`config.mk`:
```
export PLATFORM = sky130hd
export DESIGN_NAME = paddle_ctrl
export DESIGN_NICKNAME = d
export VERILOG_FILES = /design/src/rtl/pong_pkg.sv /design/src/rtl/key_debounce.sv /design/src/rtl/paddle_ctrl.sv
export SDC_FILE = /design/constraint.sdc
export NUM_CORES = 1
export LEC_CHECK = 0
export BUFFER_PORTS_ARGS = -buffer_cell sky130_fd_sc_hd__buf_4
export CORE_MARGIN = 1.5
export CORE_UTILIZATION = 60
export CTS_BUF_LIST = sky130_fd_sc_hd__clkbuf_2
export DETAILED_ROUTE_END_ITERATION = 8
export PLACE_DENSITY_LB_ADDON = 0.25
export SLEW_MARGIN = 20
export SYNTH_ARGS = -nofsm -noshare
export SYNTH_HDL_FRONTEND = slang
export SYNTH_SLANG_ARGS = --single-unit
```
`constraint.sdc`:
```
create_clock -name clk -period 6.4 [get_ports clk]
set_input_delay 0.32 -clock clk [delete_from_list [all_inputs] [get_ports clk]]
set_output_delay 0.32 -clock clk [all_outputs]
set_load 0.02 [all_outputs]
```
`src/rtl/pong_pkg.sv`:
```
// Shared types and screen/keypad constants for the pong paddle logic.
`timescale 1ns/1ps
package pong_pkg;

    localparam int Y_W   = 10;
    localparam int KEY_W = 5;

    localparam logic [KEY_W-1:0] DEF_KEY_UP    = 5'd2;
    localparam logic [KEY_W-1:0] DEF_KEY_DOWN  = 5'd8;
    localparam logic [KEY_W-1:0] DEF_KEY_SERVE = 5'd5;

    localparam int DEF_Y_BOTTOM = 480;
    localparam int DEF_PADDLE_H = 64;

    typedef enum logic [1:0] {
        IDLE = 2'd0,
        UP   = 2'd1,
        DOWN = 2'd2
    } paddle_state_e;

    typedef struct packed {
        logic             present;
        logic [KEY_W-1:0] code;
    } key_code_t;

    // A released keypad reports "none" regardless of what the keycode bus holds.
    function automatic key_code_t mk_key(input logic flag, input logic [KEY_W-1:0] code);
        key_code_t k;
        k.present = flag;
        k.code    = flag ? code : '0;
        return k;
    endfunction

endpackage

```
`src/rtl/key_debounce.sv`:
```
// Generic debouncer: a value must be stable for CYCLES clocks before it is accepted.
`timescale 1ns/1ps
module key_debounce #(
    parameter int W      = 6,
    parameter int CYCLES = 250000
) (
    input  logic         clk,
    input  logic         rst,
    input  logic [W-1:0] din,
    output logic [W-1:0] dout,
    output logic [W-1:0] dout_next
);

    localparam int                CNT_W   = (CYCLES > 2) ? $clog2(CYCLES) : 1;
    localparam logic [CNT_W-1:0]  CNT_MAX = CNT_W'(CYCLES - 1);
    localparam logic [CNT_W-1:0]  CNT_ACC = CNT_W'(CYCLES - 2);

    logic [W-1:0]     cand;
    logic [CNT_W-1:0] cnt;

    // Accept on the edge where the counter steps to CYCLES-1, giving exactly CYCLES clocks of latency.
    always_comb begin
        dout_next = dout;
        if (din == cand && cnt >= CNT_ACC)
            dout_next = cand;
    end

    always_ff @(posedge clk) begin
        if (rst) begin
            cand <= '0;
            cnt  <= '0;
            dout <= '0;
        end else begin
            dout <= dout_next;
            if (din != cand) begin
                cand <= din;
                cnt  <= '0;
            end else if (cnt != CNT_MAX) begin
                cnt <= cnt + 1'b1;
            end
        end
    end

endmodule

```
`src/rtl/paddle_ctrl.sv`:
```
// Per-player paddle controller: debounced keypad -> clamped, accelerating paddle_y plus serve pulse.
`timescale 1ns/1ps
module paddle_ctrl
    import pong_pkg::*;
#(
    parameter int               DEBOUNCE_CYCLES = 250000,
    parameter logic [KEY_W-1:0] KEY_UP          = DEF_KEY_UP,
    parameter logic [KEY_W-1:0] KEY_DOWN        = DEF_KEY_DOWN,
    parameter logic [KEY_W-1:0] KEY_SERVE       = DEF_KEY_SERVE,
    parameter int               Y_TOP           = 0,
    parameter int               Y_BOTTOM        = DEF_Y_BOTTOM,
    parameter int               PADDLE_H        = DEF_PADDLE_H,
    parameter int               Y_RESET         = 208,
    parameter int               SPEED_MIN       = 2,
    parameter int               SPEED_MAX       = 8,
    parameter int               ACCEL_FRAMES    = 8
) (
    input  logic           clk,
    input  logic           rst,
    input  logic [4:0]     keycode,
    input  logic           key_flag,
    input  logic           frame_tick,
    output logic [Y_W-1:0] paddle_y,
    output logic           moving_up,
    output logic           moving_down,
    output logic           serve_pulse
);

    localparam int SPD_W = $clog2(SPEED_MAX + 1);
    localparam int FC_W  = (ACCEL_FRAMES > 2) ? $clog2(ACCEL_FRAMES) : 1;

    localparam logic [SPD_W-1:0]     SPD_MIN_V = SPD_W'(SPEED_MIN);
    localparam logic [SPD_W-1:0]     SPD_MAX_V = SPD_W'(SPEED_MAX);
    localparam logic [FC_W-1:0]      FC_LAST   = FC_W'(ACCEL_FRAMES - 1);
    localparam logic signed [Y_W:0]  Y_TOP_S   = (Y_W+1)'(Y_TOP);
    localparam logic signed [Y_W:0]  Y_MAX_S   = (Y_W+1)'(Y_BOTTOM - PADDLE_H);

    key_code_t raw, acc_q, acc_d;

    assign raw = mk_key(key_flag, keycode);

    key_debounce #(
        .W      ($bits(key_code_t)),
        .CYCLES (DEBOUNCE_CYCLES)
    ) u_deb (
        .clk       (clk),
        .rst       (rst),
        .din       (raw),
        .dout      (acc_q),
        .dout_next (acc_d)
    );

    paddle_state_e    state_q, state_d;
    logic [SPD_W-1:0] spd_q, spd_d, spd_base;
    logic [FC_W-1:0]  fcnt_q, fcnt_d, fcnt_base;
    logic [Y_W-1:0]   y_d;
    logic signed [Y_W:0] y_up, y_dn;
    logic             serve_d;

    // State is derived from the debouncer's next value so it loads on the same edge as the accepted code.
    always_comb begin
        state_d = IDLE;
        if (acc_d.present && acc_d.code == KEY_UP)
            state_d = UP;
        else if (acc_d.present && acc_d.code == KEY_DOWN)
            state_d = DOWN;
    end

    always_comb begin
        spd_base  = (state_d != state_q) ? SPD_MIN_V : spd_q;
        fcnt_base = (state_d != state_q) ? '0 : fcnt_q;
        spd_d     = spd_base;
        fcnt_d    = fcnt_base;
        y_d       = paddle_y;
        y_up      = $signed({1'b0, paddle_y}) - $signed((Y_W+1)'(spd_base));
        y_dn      = $signed({1'b0, paddle_y}) + $signed((Y_W+1)'(spd_base));

        if (state_d == IDLE) begin
            spd_d  = SPD_MIN_V;
            fcnt_d = '0;
        end else if (frame_tick) begin
            if (state_d == UP)
                y_d = (y_up < Y_TOP_S) ? Y_TOP_S[Y_W-1:0] : y_up[Y_W-1:0];
            else
                y_d = (y_dn > Y_MAX_S) ? Y_MAX_S[Y_W-1:0] : y_dn[Y_W-1:0];

            if (fcnt_base == FC_LAST) begin
                fcnt_d = '0;
                if (spd_base < SPD_MAX_V)
                    spd_d = spd_base + 1'b1;
            end else begin
                fcnt_d = fcnt_base + 1'b1;
            end
        end
    end

    assign serve_d = acc_d.present && acc_d.code == KEY_SERVE &&
                     !(acc_q.present && acc_q.code == KEY_SERVE);

    always_ff @(posedge clk) begin
        if (rst) begin
            state_q     <= IDLE;
            spd_q       <= SPD_MIN_V;
            fcnt_q      <= '0;
            paddle_y    <= Y_W'(Y_RESET);
            serve_pulse <= 1'b0;
        end else begin
            state_q     <= state_d;
            spd_q       <= spd_d;
            fcnt_q      <= fcnt_d;
            paddle_y    <= y_d;
            serve_pulse <= serve_d;
        end
    end

    assign moving_up   = (state_q == UP);
    assign moving_down = (state_q == DOWN);

endmodule

```
Yosys cells after proc, flatten, opt, wreduce, memory -nomap -nowiden
Cells that the tools add are included.

Register bits after elaboration: 50. Input bits: 9. Output and inout port bits: 13. Logic and storage cells: 55.

Add/sub/neg operators: 5. Magnitude comparators: 4. Eq/ne operators: 12. Mux-type cells: 14. Bitwise logic cells: 1. Reductions and logical operators: 11.

Operator list (count): 2-to-1 mux 10 bit (3); adder 18 x 1 -> 18 bit (second input constant) (1); greater-or-equal comparator 18 bit (second input constant) (1); != test 18 bit (second input constant) (1); 2-to-1 mux 4 bit (4); adder 10 x 4 -> 11 bit (1); greater-than comparator 11 x 10 -> 1 bit (second input constant) (1); less-than comparator 11 x 1 -> 1 bit (second input constant) (1); subtractor 10 x 4 -> 11 bit (1); equality test 5 x 3 -> 1 bit (second input constant) (2); 2-to-1 mux 3 bit (3); equality test 6 bit (1); logical AND 1 bit (6); 2-to-1 mux 6 bit (1); != test 6 bit (1); equality test 5 x 2 -> 1 bit (second input constant) (1); equality test 5 x 4 -> 1 bit (second input constant) (1); 2-to-1 mux 5 bit (1); adder 4 x 1 -> 4 bit (second input constant) (1); equality test 2 x 1 -> 1 bit (second input constant) (2); less-than comparator 4 bit (second input constant) (1); 2-to-1 mux 2 bit (2); OR reduction 2 bit (2); adder 3 x 1 -> 3 bit (second input constant) (1); other kinds (7) (7).

Longest topological paths before layout
Depth after elaboration: 14. Gate-level depth with buffers: 21. Gate-level depth less buffers: 20.

Hierarchy
Synthesis repeated with hierarchy kept, for this count alone.

Cell total of the unflattened synthesis: 395. Area, all modules: 3313.2 um2.

Modules (own cells, without submodules): paddle_ctrl (times used 1, cells each 230, area each 1790.5 um2, seq. area each 400.4 um2); key_debounce (times used 1, cells each 165, area each 1522.7 um2, seq. area each 600.6 um2).

Worst setup path before layout
OpenSTA, ideal clock, no wires.

Path kind: input to register. Start point: in key_flag. End point: reg paddle_y[3]. Setup time: 135 ps. Arrival time: 4988 ps. Required time: 6265 ps. Setup slack: 1277 ps. Stages on the path: 19. Path buffers: 2. Cells stage by stage: buf_2 a21o_1 a222oi_1 o221ai_2 nor2_4 mux4_2 a22o_1 buf_6 and2_2 ha_1 fa_1 nor2b_1 o31a_1 o211a_1 a22o_1 a311oi_2 a21oi_2 a221oi_1 o32ai_1.

Cells in the longest elaborated chain, start to end: 14. Elaborated cells between the ends (all ways): 23. Classes of those cells: add/sub: 2; order compare: 2; eq/ne: 5; mux: 8; bitwise: 1; reduce/logical: 5.

RTL lines: start: declaration (RTL line paddle_ctrl.sv:21) `input logic key_flag,`; 2-to-1 mux 5 bit (RTL line pong_pkg.sv:30) `k.code = flag ? code : '0;`; equality test 6 bit (*) (RTL line key_debounce.sv:24) `if (din == cand && cnt >= CNT_ACC)`; logical AND 1 bit (*) (RTL line key_debounce.sv:24); 2-to-1 mux 6 bit (*) (RTL line key_debounce.sv:24); equality test 5 x 4 -> 1 bit (RTL line paddle_ctrl.sv:65) `else if (acc_d.present && acc_d.code == KEY_DOWN)`; logical AND 1 bit (RTL line paddle_ctrl.sv:65); 2-to-1 mux 2 bit (RTL line paddle_ctrl.sv:65); 2-to-1 mux 2 bit (*) (RTL line paddle_ctrl.sv:63) `if (acc_d.present && acc_d.code == KEY_UP)`; != test 2 bit (RTL line paddle_ctrl.sv:70) `spd_base = (state_d != state_q) ? SPD_MIN_V : spd_q;`; 2-to-1 mux 4 bit (RTL line paddle_ctrl.sv:70); adder 10 x 4 -> 11 bit or subtractor 10 x 4 -> 11 bit (tied branches) (RTL line paddle_ctrl.sv:76, paddle_ctrl.sv:75); greater-than comparator 11 x 10 -> 1 bit or less-than comparator 11 x 1 -> 1 bit (tied branches) (RTL line paddle_ctrl.sv:85, paddle_ctrl.sv:83); 2-to-1 mux 10 bit (on tied branches) (RTL line paddle_ctrl.sv:85, paddle_ctrl.sv:83); 2-to-1 mux 10 bit (RTL line paddle_ctrl.sv:82) `if (state_d == UP)`; end signal: assignment (RTL line paddle_ctrl.sv:105) `paddle_y <= Y_W'(Y_RESET);`; end signal: assignment (RTL line paddle_ctrl.sv:111) `paddle_y <= y_d;`; end: declaration (RTL line paddle_ctrl.sv:23) `output logic [Y_W-1:0] paddle_y,`.

Mark *: on every way between the ends. The rest lies on a longest branch, timed or not. A chain may end at the register's enable or synchronous reset.

Worst setup path in the final report
Start point: reg u_deb.cand[3]. End point: reg paddle_y[2].

Cells in the longest elaborated chain, start to end: 13. Elaborated cells between the ends (all ways): 22. Classes of those cells: add/sub: 2; order compare: 2; eq/ne: 5; mux: 7; bitwise: 1; reduce/logical: 5.

RTL lines: start: declaration (RTL line key_debounce.sv:18) `logic [W-1:0] cand;`; start signal: assignment (RTL line key_debounce.sv:36) `cand <= din;`; equality test 6 bit (RTL line key_debounce.sv:24); logical AND 1 bit (RTL line key_debounce.sv:24); 2-to-1 mux 6 bit (*) (RTL line key_debounce.sv:24); equality test 5 x 4 -> 1 bit (RTL line paddle_ctrl.sv:65); logical AND 1 bit (RTL line paddle_ctrl.sv:65); 2-to-1 mux 2 bit (RTL line paddle_ctrl.sv:65); 2-to-1 mux 2 bit (*) (RTL line paddle_ctrl.sv:63); != test 2 bit (RTL line paddle_ctrl.sv:70); 2-to-1 mux 4 bit (RTL line paddle_ctrl.sv:70); adder 10 x 4 -> 11 bit or subtractor 10 x 4 -> 11 bit (tied branches) (RTL line paddle_ctrl.sv:76, paddle_ctrl.sv:75); greater-than comparator 11 x 10 -> 1 bit or less-than comparator 11 x 1 -> 1 bit (tied branches) (RTL line paddle_ctrl.sv:85, paddle_ctrl.sv:83); 2-to-1 mux 10 bit (on tied branches) (RTL line paddle_ctrl.sv:85, paddle_ctrl.sv:83); 2-to-1 mux 10 bit (RTL line paddle_ctrl.sv:82).

Marks and branches as above.

==> results.py <==
metrics = {
    "synth": {
        "synth_nets": 414,
        "synth_warnings": 0,
        "synth_area_mm2": 0.00322,
        "synth_top_area_cell": "dfxtp_1",
        "synthTopCellsByArea": "dfxtp_1 31%, nor2_1 5.1%, ha_1 5.1%, nand2_1 4.1%, xor2_1 3.3%",
        "synth_cells": 390,
        "synth_most_common_cell": "dfxtp_1",
        "syn_area_per_cell_um2": 8.25,
        "yosysSeqAreaShare_pct": 31.1,
        "synth_edf_count": 0,
        "ys.flop_type": "dfxtp_1",
        "synthTopCellsByCount": "50 x dfxtp_1, 44 x nor2_1, 35 x nand2_1, 20 x inv_1, 19 x nand3_1",
        "synth_top_area_share_pct": 31.1,
        "ys_ff_latch": 50,
        "synth.distinct_cells": 73,
        "synthArstFlopShare_pct": 0,
    },
    "sta": {
        "timing.final.max_slew_violations": 0,
        "fmax_mhz": 176,
        "relSlewSlack_pct": 48.7,
        "skew_ns": 0.0215,
        "finalSetupTns_ns": 0,
        "hold_ws_ns": 0.107,
        "finalSetupViolCount": 0,
        "finalHoldViolations": 0,
        "finalCritPeriodShare_pct": 88.6,
        "fin_crit_ns": 5.67,
        "grt_setup_unrepaired": "no",
        "tightest_slew_ns": 0.768,
    },
    "clocking": {
        "cts.htree.levels": 2,
        "cts_root_buffer": "clkbuf_2",
        "clk_path_buf_depth": 2,
        "tritoncts": "built",
        "cts_setup_buffers": 0,
        "clkTransAtPathRegs_ns": 0.24,
        "cts_buffers": 5,
        "clock-sinks": 50,
        "clkLatencyLatePin_ns": 0.42,
        "ctsResizeCount": 0,
        "hold_buffers": 0,
    },
    "floorplanning": {
        "core_mm2": 0.00514,
        "io_pins": 22,
        "die_w_um": 76.3,
        "rows": 26,
        "start_util_pct": 62.6,
        "dieArea_mm2": 0.00581,
        "die_h_um": 76.3,
    },
    "detailed_routing": {
        "dr.first_iter.drc_count": 208,
        "dr.pass1.iters": 4,
        "via_per_inst": 6.18,
        "num_vias": 2935,
        "wl_per_cell_um": 15.1,
        "wirelength_um": 7170,
        "drc": 0,
        "ant_nets": 0,
    },
    "power": {
        "p_int_w": 0.000390,
        "swShare_pct": 22.4,
        "switchingPower_w": 0.000112,
        "combPwrFrac_pct": 4.1,
        "leakagePower_nw": 1.29,
        "powerDensity_mw_per_mm2": 145,
        "clkPwrFrac_pct": 32.8,
        "vdd_ir_drop_max_mv": 0.128,
        "pwr-share-seq_pct": 63.1,
        "power_w": 0.000502,
    },
    "place": {
        "place_inst": 467,
        "io_buffers": 21,
        "gp_congestion": 0.873,
        "hpwl_um": 5150,
        "placed_area_mm2": 0.00341,
    },
    "worst_setup_path": {
        "critPathMaxFanout": 10,
        "cp_top_family": "compound AO/OA/AOI/OAI gates",
        "cp_slowest_cell": "mux4_2",
        "cp.arrival_ns": 6.00,
        "critPathRequiredTime_ns": 6.72,
        "crit_top_cell": "a22o_1",
        "critical_path.cell_chain": "nand3_1 > a222oi_1 > o221ai_2 > nor2_4 > mux4_2 > a22o_1 > and2_2 > ha_1 > fa_1 > nor2b_1 > o31ai_1 > or4_1 > a22o_1 > a311oi_2 > a21oi_2 > a221oi_1 > o32ai_1",
        "cp-start-kind": "flop",
        "worstSetupEndpointType": "flop",
        "crit_type": "reg -> reg",
        "critPathBufInv": 0,
        "cpPeakStageDelay_ns": 0.56,
    },
    "global_routing": {
        "grt_max_degree": 23,
        "grt_remaining_overflow": 0,
        "antenna_found_initial": 0,
        "grt_first_pass_wirelength_um": 12000,
        "grt_pass1_vias": 2639,
        "grtUsageTotal_pct": 24.9,
    },
    "final_layout": {
        "area.growth.synth_to_final_pct": 7.89,
        "finalNetCount": 428,
        "final_area_mm2": 0.00347,
        "final_layout_size_suffix_gt1_share_pct": 13.3,
        "layoutNonFillerInstCount": 475,
        "diodes": 0,
    },
    "worst_hold_path": {
        "worstHoldPathType": "in -> reg",
    },
    "run_status": {
        "outcome": "completed",
    },
    "flow_run": {
        "drv_cap": 0,
    },
}
logic make-up after synthesis:
kind of cell               after synthesis  synth area share (%)
xor gates and xnor gates                19                  5.17
and+or+nand+nor                        167                  26.8
muxes                                    9                  3.38
adders and majority gates               15                  6.30
AOI/OAI and AO/OA                       95                  22.9
DFF                                     50                  31.1
buffers and inverters                   35                  4.39
per-layer routing:
metal | up-vias | track usage [%] | wire, um
met5 | - | 0 | 0
li1 | 1450 | - | -
met2 | 78 | 40.3 | 3360
met3 | 4 | 4.55 | 397
met4 | 0 | 6.85 | 49
met1 | 1403 | 34.0 | 3360
cells in the final DEF (no fill, tap or decap), types with 6 or more instances in the layout:
| cell | n |
|---|---|
| buf_4 | 22 |
| ha_1 | 13 |
| and2_1 | 9 |
| inv_1 | 20 |
| a21oi_1 | 15 |
| o21ai_0 | 17 |
| clkbuf_2 | 6 |
| nor3_1 | 9 |
| nor2_1 | 44 |
| xnor2_1 | 7 |
| nand2b_1 | 6 |
| dfxtp_1 | 50 |
| xor2_1 | 12 |
| nand2_1 | 35 |
| nand3_1 | 19 |
| mux2i_1 | 6 |
cell type report:
class                   count  area, um2
repair buffers             22        165
inverters                  20       75.1
well taps                  70       87.6
fillers                   459       1670
flip-flops and latches     50       1000
clock inverters             2       37.5
multi-input cells         305       2080
clock buffers               6       30.0
worst paths after layout:
| check | startpoint | endpoint | slack, ns | cells past startpoint |
|---|---|---|---|---|
| min | keycode[1] | u_deb.cand[1]$_SDFFE_PP0P_ | 0.11 | 2 |
| max | u_deb.cand[3]$_SDFFE_PP0P_ | paddle_y[2]$_SDFFE_PP0P_ | 0.73 | 17 |
| min reg2reg | fcnt_q[1]$_SDFF_PP0_ | fcnt_q[1]$_SDFF_PP0_ | 0.48 | 2 |
| max reg2reg | u_deb.cand[3]$_SDFFE_PP0P_ | paddle_y[2]$_SDFFE_PP0P_ | 0.73 | 17 |
state kept, by name, summed over array words and instances, names as in the netlist:
| signal | flops |
|---|---|
| fcnt_q | 3 |
| paddle_y | 10 |
| serve_pulse | 1 |
| spd_q | 4 |
| state_q | 2 |
| u_deb.cand | 6 |
| u_deb.cnt | 18 |
| u_deb.dout | 6 |
power groups by stage:
stage	clock (W)	sequential [W]	combinational [W]
finish	0.000165	0.000317	0.0000205
global route	0.000182	0.000318	0.0000228
CTS	0.000169	0.000317	0.0000203
detailed placement	0	0.000323	0.0000202
global placement	0	0.000323	0.0000197
floorplan	0	0.000322	0.0000133
metrics by stage:
step,utilization [%],setup WS (ns)
6_report,67.6,0.727
5_1_grt,67.6,0.396
4_1_cts,67.6,0.840
3_5_place_dp,66.3,0.874
3_3_place_gp,66.3,1.03
2_1_floorplan,-,1.28
No activity file was read; power rests on OpenSTA's default activity.
